--- config.mk ---
export PLATFORM = sky130hd
export DESIGN_NAME = invsqrt_result_sink
export DESIGN_NICKNAME = d
export VERILOG_FILES = /design/src/rtl/invsqrt_result_sink.sv
export SDC_FILE = /design/constraint.sdc
export NUM_CORES = 1
export LEC_CHECK = 0
export ABC_AREA = 1
export ABC_CLOCK_PERIOD_IN_PS = 3000
export CORE_UTILIZATION = 36
export DETAILED_ROUTE_END_ITERATION = 6
export GPL_TIMING_DRIVEN = 0
export HOLD_SLACK_MARGIN = 0.12
export PLACE_DENSITY_LB_ADDON = 0.05
export SLEW_MARGIN = 20
export SYNTH_ARGS = -nofsm -noshare
export SYNTH_HDL_FRONTEND = slang
export SYNTH_SLANG_ARGS = --single-unit
--- constraint.sdc ---
create_clock -name clk -period 3 [get_ports clk]
set_clock_uncertainty 0.05 [all_clocks]
set_input_delay 0.75 -clock clk [delete_from_list [all_inputs] [get_ports clk]]
set_output_delay 0.75 -clock clk [all_outputs]
set_load 0.02 [all_outputs]
--- src/rtl/invsqrt_result_sink.sv ---
// Result sink for the invsqrt pipeline: FWFT FIFO, sign restore, early backpressure.
// Optional statistics counters (n_in/n_drop) are enabled by defining INVSQRT_SINK_STATS_EN.
module invsqrt_result_sink #(
    parameter int DEPTH = 16,
    parameter int SKID  = 8
`ifdef INVSQRT_SINK_STATS_EN
    ,
    parameter int CNT_W = 16
`endif
) (
    input  logic                     clk,
    input  logic                     rstn,
    input  logic                     res_valid,
    input  logic [30:0]              res_data,
    output logic                     backprn,
    output logic [31:0]              m_data,
    output logic                     m_valid,
    input  logic                     m_ready,
    output logic [$clog2(DEPTH):0]   level,
    output logic                     ovf
`ifdef INVSQRT_SINK_STATS_EN
    ,
    output logic [CNT_W-1:0]         n_in,
    output logic [CNT_W-1:0]         n_drop
`endif
);

    localparam int AW = $clog2(DEPTH);
    localparam int PW = AW + 1;

    logic [PW-1:0] wr_ptr_q, wr_ptr_d;
    logic [PW-1:0] rd_ptr_q, rd_ptr_d;
    logic [PW-1:0] level_q, level_d;
    logic          backprn_q, backprn_d;
    logic          ovf_q, ovf_d;
    logic [30:0]   mem_q [DEPTH];
    logic          full_s, empty_s, pop_s, push_s, drop_s;

    // Handshake decode and next-state for pointers, occupancy and flags.
    always_comb begin
        empty_s  = (wr_ptr_q == rd_ptr_q);
        full_s   = (wr_ptr_q[AW] != rd_ptr_q[AW]) && (wr_ptr_q[AW-1:0] == rd_ptr_q[AW-1:0]);
        pop_s    = !empty_s && m_ready;
        // A same-cycle pop frees the head slot, so a push into a full FIFO is legal then.
        push_s   = res_valid && (!full_s || pop_s);
        drop_s   = res_valid && full_s && !pop_s;
        wr_ptr_d = wr_ptr_q;
        rd_ptr_d = rd_ptr_q;
        level_d  = level_q;
        if (push_s) begin
            wr_ptr_d = wr_ptr_q + PW'(1);
        end else begin
            wr_ptr_d = wr_ptr_q;
        end
        if (pop_s) begin
            rd_ptr_d = rd_ptr_q + PW'(1);
        end else begin
            rd_ptr_d = rd_ptr_q;
        end
        case ({push_s, pop_s})
            2'b10:   level_d = level_q + PW'(1);
            2'b01:   level_d = level_q - PW'(1);
            default: level_d = level_q;
        endcase
        // Equivalent to (DEPTH - level_d) > SKID without unsigned underflow.
        backprn_d = (level_d < PW'(DEPTH - SKID));
        ovf_d     = ovf_q || drop_s;
    end

    // Control state registers.
    always_ff @(posedge clk or negedge rstn) begin
        if (!rstn) begin
            wr_ptr_q  <= {PW{1'b0}};
            rd_ptr_q  <= {PW{1'b0}};
            level_q   <= {PW{1'b0}};
            backprn_q <= 1'b1;
            ovf_q     <= 1'b0;
        end else begin
            wr_ptr_q  <= wr_ptr_d;
            rd_ptr_q  <= rd_ptr_d;
            level_q   <= level_d;
            backprn_q <= backprn_d;
            ovf_q     <= ovf_d;
        end
    end

    // Storage array; contents are don't-care until written, so no reset.
    always_ff @(posedge clk) begin
        if (push_s) begin
            mem_q[wr_ptr_q[AW-1:0]] <= res_data;
        end
    end

    // Output view: head word with the implied zero sign bit, zero when empty.
    always_comb begin
        m_valid = !empty_s;
        if (empty_s) begin
            m_data = 32'h0000_0000;
        end else begin
            m_data = {1'b0, mem_q[rd_ptr_q[AW-1:0]]};
        end
        level   = level_q;
        backprn = backprn_q;
        ovf     = ovf_q;
    end

`ifdef INVSQRT_SINK_STATS_EN
    logic [CNT_W-1:0] n_in_q, n_in_d;
    logic [CNT_W-1:0] n_drop_q, n_drop_d;

    // Saturating accepted/dropped counters.
    always_comb begin
        n_in_d   = n_in_q;
        n_drop_d = n_drop_q;
        if (push_s && (n_in_q != {CNT_W{1'b1}})) begin
            n_in_d = n_in_q + CNT_W'(1);
        end else begin
            n_in_d = n_in_q;
        end
        if (drop_s && (n_drop_q != {CNT_W{1'b1}})) begin
            n_drop_d = n_drop_q + CNT_W'(1);
        end else begin
            n_drop_d = n_drop_q;
        end
    end

    // Statistics counter registers.
    always_ff @(posedge clk or negedge rstn) begin
        if (!rstn) begin
            n_in_q   <= {CNT_W{1'b0}};
            n_drop_q <= {CNT_W{1'b0}};
        end else begin
            n_in_q   <= n_in_d;
            n_drop_q <= n_drop_d;
        end
    end

    assign n_in   = n_in_q;
    assign n_drop = n_drop_q;
`endif

endmodule
# == Yosys cells after proc, flatten, opt, wreduce, memory -nomap -nowiden ==
# Memory sizes are Yosys's and may differ from the RTL's.
# Cells that the tools add are included.
# word_totals
latchBits,0
ff_bits,17
ram_bits,496
n_memories,1
out_inout_bits,40
romBits,0
# mem_list
name,words,word_bits,rd,rd_clocked_by_memory_dff,write_ports,line_no,rtl
mem_q,16,31,1,0,1,36,logic [30:0] mem_q [DEPTH];
# classes
n_lt_le_gt_ge,1
eq_ne,5
shifts,0
reduce_logical,10
n_bitwise,0
n_addsub,4
n_mul,0
muxes,4
div_mod_pow,0
# op_table
op,n
two-way mux 31 bit,1
adder 5 x 1 -> 5 bit (second input constant),3
case mux 5 bit (2 select lines),1
equality test 5 bit,1
logical AND 1 bit,5
< comparator 5 x 4 -> 1 bit (second input constant),1
subtractor 5 x 1 -> 5 bit (second input constant),1
equality test 4 bit,1
zero test 1 bit,3
equality test 2 x 1 -> 1 bit (second input constant),1
equality test 2 bit (second input constant),1
logical OR 1 bit,2
two-way mux 1 bit,2
inequality test 1 bit,1

# == Longest topological paths before layout ==
# logic_depth
depth_word,8
mapped_depth,19

# == Worst setup path after synthesis ==
# OpenSTA, ideal clock, no wires.
# synth_path
path_kind,input -> register
from,input m_ready
to,"memory mem_q[15][0], enable pin"
setup_time_ns,0.422
t_arrival_ns,2.602
stages,6
setup_slack_ns,-0.074
t_required_ns,2.528
cell_sequence,nor2_1 -> nand3_1 -> nand2_1 -> inv_1 -> nand2_2 -> nor2_1
# synth_via
elab_chain_cells,5
# synth_lines
item,line_no,rtl
from (decl),18,"input logic m_ready,"
logical AND 1 bit,43,pop_s = !empty_s && m_ready;
logical OR 1 bit,45,push_s = res_valid && (!full_s || pop_s);
logical AND 1 bit,45,
two-way mux 1 bit,89,if (push_s) begin
two-way mux 1 bit (implied by the code),90,mem_q[wr_ptr_q[AW-1:0]] <= res_data;
to (decl),36,
# Every way passes these cells.

# == Worst setup path in the final report ==
# layout_path
from,register rd_ptr_q[0]
to,output m_data[29]
# layout_via
elab_chain_cells,2
# layout_lines
item,line_no,rtl
from (decl),32,"logic [PW-1:0] rd_ptr_q, rd_ptr_d;"
from (signal assigned),74,rd_ptr_q <= {PW{1'b0}};
from (signal assigned),80,rd_ptr_q <= rd_ptr_d;
memory read (16 x 31 bit) or equality test 5 bit (tied branches),n/a,
two-way mux 31 bit *,97,if (empty_s) begin
to (decl),16,"output logic [31:0] m_data,"
# Mark *: on every way between the ends. The rest lies on a longest branch, timed or not.

==> flow_results.org <==
** Status
- Result of the run :: finished, violations left
- Violations in the final reports :: negative setup slack

** STA
- In the post-route analysis, the smallest setup slack over all paths is -0.505 ns.
- Clock period minus worst slack :: between 3 and 4 ns
- Post-Route Hold Slack :: 0.449 ns
- Highest clock rate :: roughly 290 MHz
- Worst-margin pin slew :: roughly 0.9 ns
- The number of failing hold endpoints at the final stage came to 0.
- Setup violations, final :: 31
- In this run the tightest slew margin relative to its limit is 41.3%.
- Setup repair after global routing could not meet its margin everywhere.
- The max-slew violation count came to 0.
- Adding up every negative setup slack in the final design gives -12.00 ns.
- Final period utilization :: 117%

** Clock tree
- For the worst-skew pair, the clock arrives at the later sink with an insertion delay of just over 0.6 ns.
- Post-CTS Hold Fix Bufs :: 0
- The H-tree generated during clock tree synthesis spans 2 levels.
- The number of clock buffers added by TritonCTS is 55.
- CTS placed an instance of sky130_fd_sc_hd__clkbuf_16 at the clock tree root.
- No sink is reached through more buffers than the 3 on the longest clock path.
- Clock tree synthesis found a total of 513 sinks.
- TritonCTS clock tree :: done
- Clock transition at the registers of the reported paths :: ~0.060 ns

** Power
- Power spread over the standard cell area amounts to 1110 nW/um^2.
- The analysis attributes to cell leakage a power of between 8 and 9 nW.
- The completed layout was analyzed and its total power is ~29 mW.
- IR Drop Worst-Case VDD :: 0.000627 V

** Setup path
- Crit-path leading delay family :: buffers and inverters
- The critical path is of the reg2out type.
- Stage delay of the slowest cell on the critical path :: roughly 0.44 ns
- Most frequent cell on the critical path :: sky130_fd_sc_hd__buf_8
- Required @ worst endpoint :: 2.20 ns
- Together, buffers and inverters on the worst path number 6.
- In this run the critical register-to-register path is launched from rd_ptr_q[1]$_DFFE_PN0N_.
- Across all register-to-register paths, the minimum setup slack is 0.13 ns.
- The endpoint identified for the worst register-to-register timing path is mem_q[9][14]$_DFFE_PP_.
- Data arrival time at the worst-slack endpoint :: ~2.7 ns
- Critical path launch point type :: flop
- CP Max Fanout :: 8
- The signal on the critical path passes through buf_8 > buf_8 > buf_12 > buf_12 > buf_8 > nor2_4 > o22ai_4 > o211ai_1 > a31oi_4 > buf_6.
- The worst setup path is captured at an output pin.
- Slowest-stage cell, CP :: sky130_fd_sc_hd__o211ai_1
- Number of cells traversed by the worst register-to-register path :: 11

** Synthesis
- Primary FF master, synth :: sky130_fd_sc_hd__edfxtp_1
- Counting every instance in the synthesized netlist gives 1494.
- In this run, distinct cell masters in the synthesized netlist total 30.
- Dividing the synthesized area by the synthesized cell count gives 13.5 um^2.
- Count of synthesis-stage warnings from yosys :: 0
- In this run, synthesis produced a sequential element count of ~510.
- After synthesis, the share of flip-flops with an asynchronous set or reset is 3.31%.
- Sequential-to-total area share from yosys stat :: 76.0%
- Post-synth EDFFs :: 496
- Ranked by total cell area, the synthesized netlist is headed by sky130_fd_sc_hd__edfxtp_1 (74%), sky130_fd_sc_hd__o21ai_0 (6.3%), sky130_fd_sc_hd__nor2_1 (5.0%).
- The share of synthesized area in the top cell type comes to 73.9%.
- Net count of the mapped netlist :: approximately 1500
- The mapped netlist covers about 20000 um^2.
- Among all cell types in the netlist, the one instantiated most often is sky130_fd_sc_hd__edfxtp_1.
- Post-synthesis cell type with the largest combined area :: sky130_fd_sc_hd__edfxtp_1
- Commonest cells post-synth :: sky130_fd_sc_hd__edfxtp_1 (496), sky130_fd_sc_hd__nor2_1 (268), sky130_fd_sc_hd__o21ai_0 (253)

** Route
- The first TritonRoute pass finished after 5 iterations.
- In the routed layout, each cell is associated on average with a via count of around 5.4.
- For this block, the initial DRC count from the detailed router was between 1000 and 1500.
- In the routed design, unresolved DRC markers number 0.
- The final route contains 13400 vias.
- Drt wl/cell :: 26.6 um
- Remaining antenna violation count :: 0
- Wirelength, routed :: between 60000 and 70000 um

** Final layout
- Cells with a size suffix above 1 make up 23.9% of the layout.
- Area added between synthesis and finish :: 31.4%
- The final layout contains 1745 nets.
- Summing all multi-input logic gate instances after layout gives a little over 5000 um^2.
- Post-layout utilization of the core :: a little under half
- Filler cell count :: 4845
- The finished layout holds 2497 standard cells, fillers aside.
- Footprint of the flip-flops and latches :: 15300 um^2

** Die
- The die covers 56900 um^2.
- Starting utilization of the core area :: 36.5%
- After floorplanning, the core was divided into 86 placement rows.
- The die is 239 um tall.
- Core region area :: about 55000 um^2
- Pin placement for this block handled 75 I/O pins.
- Width of the chip :: 239 um

** Placed design
- The wire-length estimate of the detail-placed layout is 41400 um.
- At the end of routability-driven placement, the weighted congestion stood at ~0.79.
- Cell count after placement :: 2334
- Buffers on Ports :: 73

** Worst hold path
- In this run the most critical hold path is launched from wr_ptr_q[4]$_DFFE_PN0P_.
- Class of the worst hold path :: reg2reg
- Number of cells on the worst hold path :: 1
- The path with the worst hold slack has its endpoint at wr_ptr_q[4]$_DFFE_PN0P_.

** GRT
- Across every metal layer, demand over resource in global routing totals between 20% and 30%.
- Global-route wire length before repair :: between 90000 and 100000 um
- The via count of the first global-routing pass is 13100.
- Initial antenna violation count :: 3
- Global routing finished with a remaining overflow of 0.
- Entering global routing, the biggest net connects 21 pins.

** Flow run
- Max-cap check violation count :: 0
[final cells by class]
class / count / share of cell area [%]
antenna: 2 / 0.0189
buffer: 101 / 5.05
clock buffer: 72 / 5.60
clock inverter: 28 / 0.832
inverter: 25 / 0.487
multi-input combinational: 854 / 19.4
sequential: 513 / 57.9
tap: 748 / 3.54
timing repair buffer: 154 / 7.19
[flip-flops by register name, summed over array words and instances (netlist names)]
register,flops
level,5
mem_q,496
wr_ptr_q,5
rd_ptr_q,5
backprn,1
ovf,1
[kinds of logic (layout without fill, tap and decap cells)]
| family | Yosys count | count (layout) | synth area share [%] |
|---|---|---|---|
| AOI/OAI and AO/OA | 425 | 425 | 12.3 |
| adders and majority gates | 6 | 6 | 0.373 |
| DFF | 513 | 513 | 76.0 |
| buffers and inverters | 127 | 380 | 2.61 |
| xor gates and xnor gates | 12 | 12 | 0.522 |
| and+or+nand+nor | 410 | 410 | 8.12 |
| other | 1 | 3 | 0.0186 |
[through the flow]
stage | worst slack (ns) | area [um^2]
detailed placement | -1.42 | 22400
floorplan | -0.0319 | 20200
finish | -0.505 | 26500
global route | -0.595 | 26500
CTS | -0.567 | 25800
global placement | -2.50 | 21800
[cell usage in the layout, fill, tap and decap left out, drive strengths merged, types with 5 or more instances in the layout]
| master | netlist | routed |
|---|---|---|
| clkdlybuf4s50 | 0 | 41 |
| ha | 6 | 6 |
| nor2 | 273 | 273 |
| o221ai | 47 | 47 |
| clkinv | 0 | 24 |
| dfrtp | 16 | 16 |
| a31oi | 31 | 31 |
| o22ai | 77 | 77 |
| nand2 | 108 | 108 |
| edfxtp | 496 | 496 |
| buf | 25 | 143 |
| o21ai | 253 | 253 |
| clkbuf | 77 | 140 |
| nand3 | 24 | 24 |
| inv | 25 | 24 |
| o211ai | 15 | 15 |
| nand4 | 5 | 5 |
| xor2 | 11 | 11 |
[worst register-to-register path, delay by kind of cell, from the launching register on]
| kind | cells | cell delay (ns) |
|---|---|---|
| buffers and inverters | 4 | 0.82 |
| AND/OR/NAND/NOR | 7 | 1.25 |
| flip-flops | 1 | 0.40 |
[where the power goes]
| part | switching (mW) | total (mW) | internal, mW | leakage [nW] |
|---|---|---|---|---|
| registers | 0.242 | 8.91 | 8.67 | 4.68 |
| clock network | 2.77 | 6.56 | 3.79 | 0.833 |
| logic | 8.43 | 13.9 | 5.50 | 3.25 |
[layer usage]
metal | vias up | global-route usage (%) | wire (um)
met5 | - | 0 | 11
met4 | 2 | 7.07 | 1840
met3 | 100 | 2.78 | 3920
met2 | 415 | 37.6 | 31700
met1 | 6820 | 32.5 | 29000
li1 | 6044 | - | -
[worst max path at each step]
stage,startpoint,end,cells after the start
6_report,rd_ptr_q[0]$_DFFE_PN0N_,m_data[29],10
5_1_grt,rd_ptr_q[2]$_DFFE_PN0N_,m_data[23],6
4_1_cts,rd_ptr_q[0]$_DFFE_PN0N_,m_data[17],9
3_5_place_dp,rd_ptr_q[1]$_DFFE_PN0N_,m_data[29],9
3_3_place_gp,m_ready,mem_q[8][14]$_DFFE_PP_,7
2_1_floorplan,m_ready,mem_q[0][0]$_DFFE_PP_,6
[timing repair]
item,in CTS,in global routing
setup buffers,26,27
endpoints found under the setup margin,41,128
pin swaps,78,65
cloned,8,4
resized for setup,538,114
(Power assumes the default switching activity.)
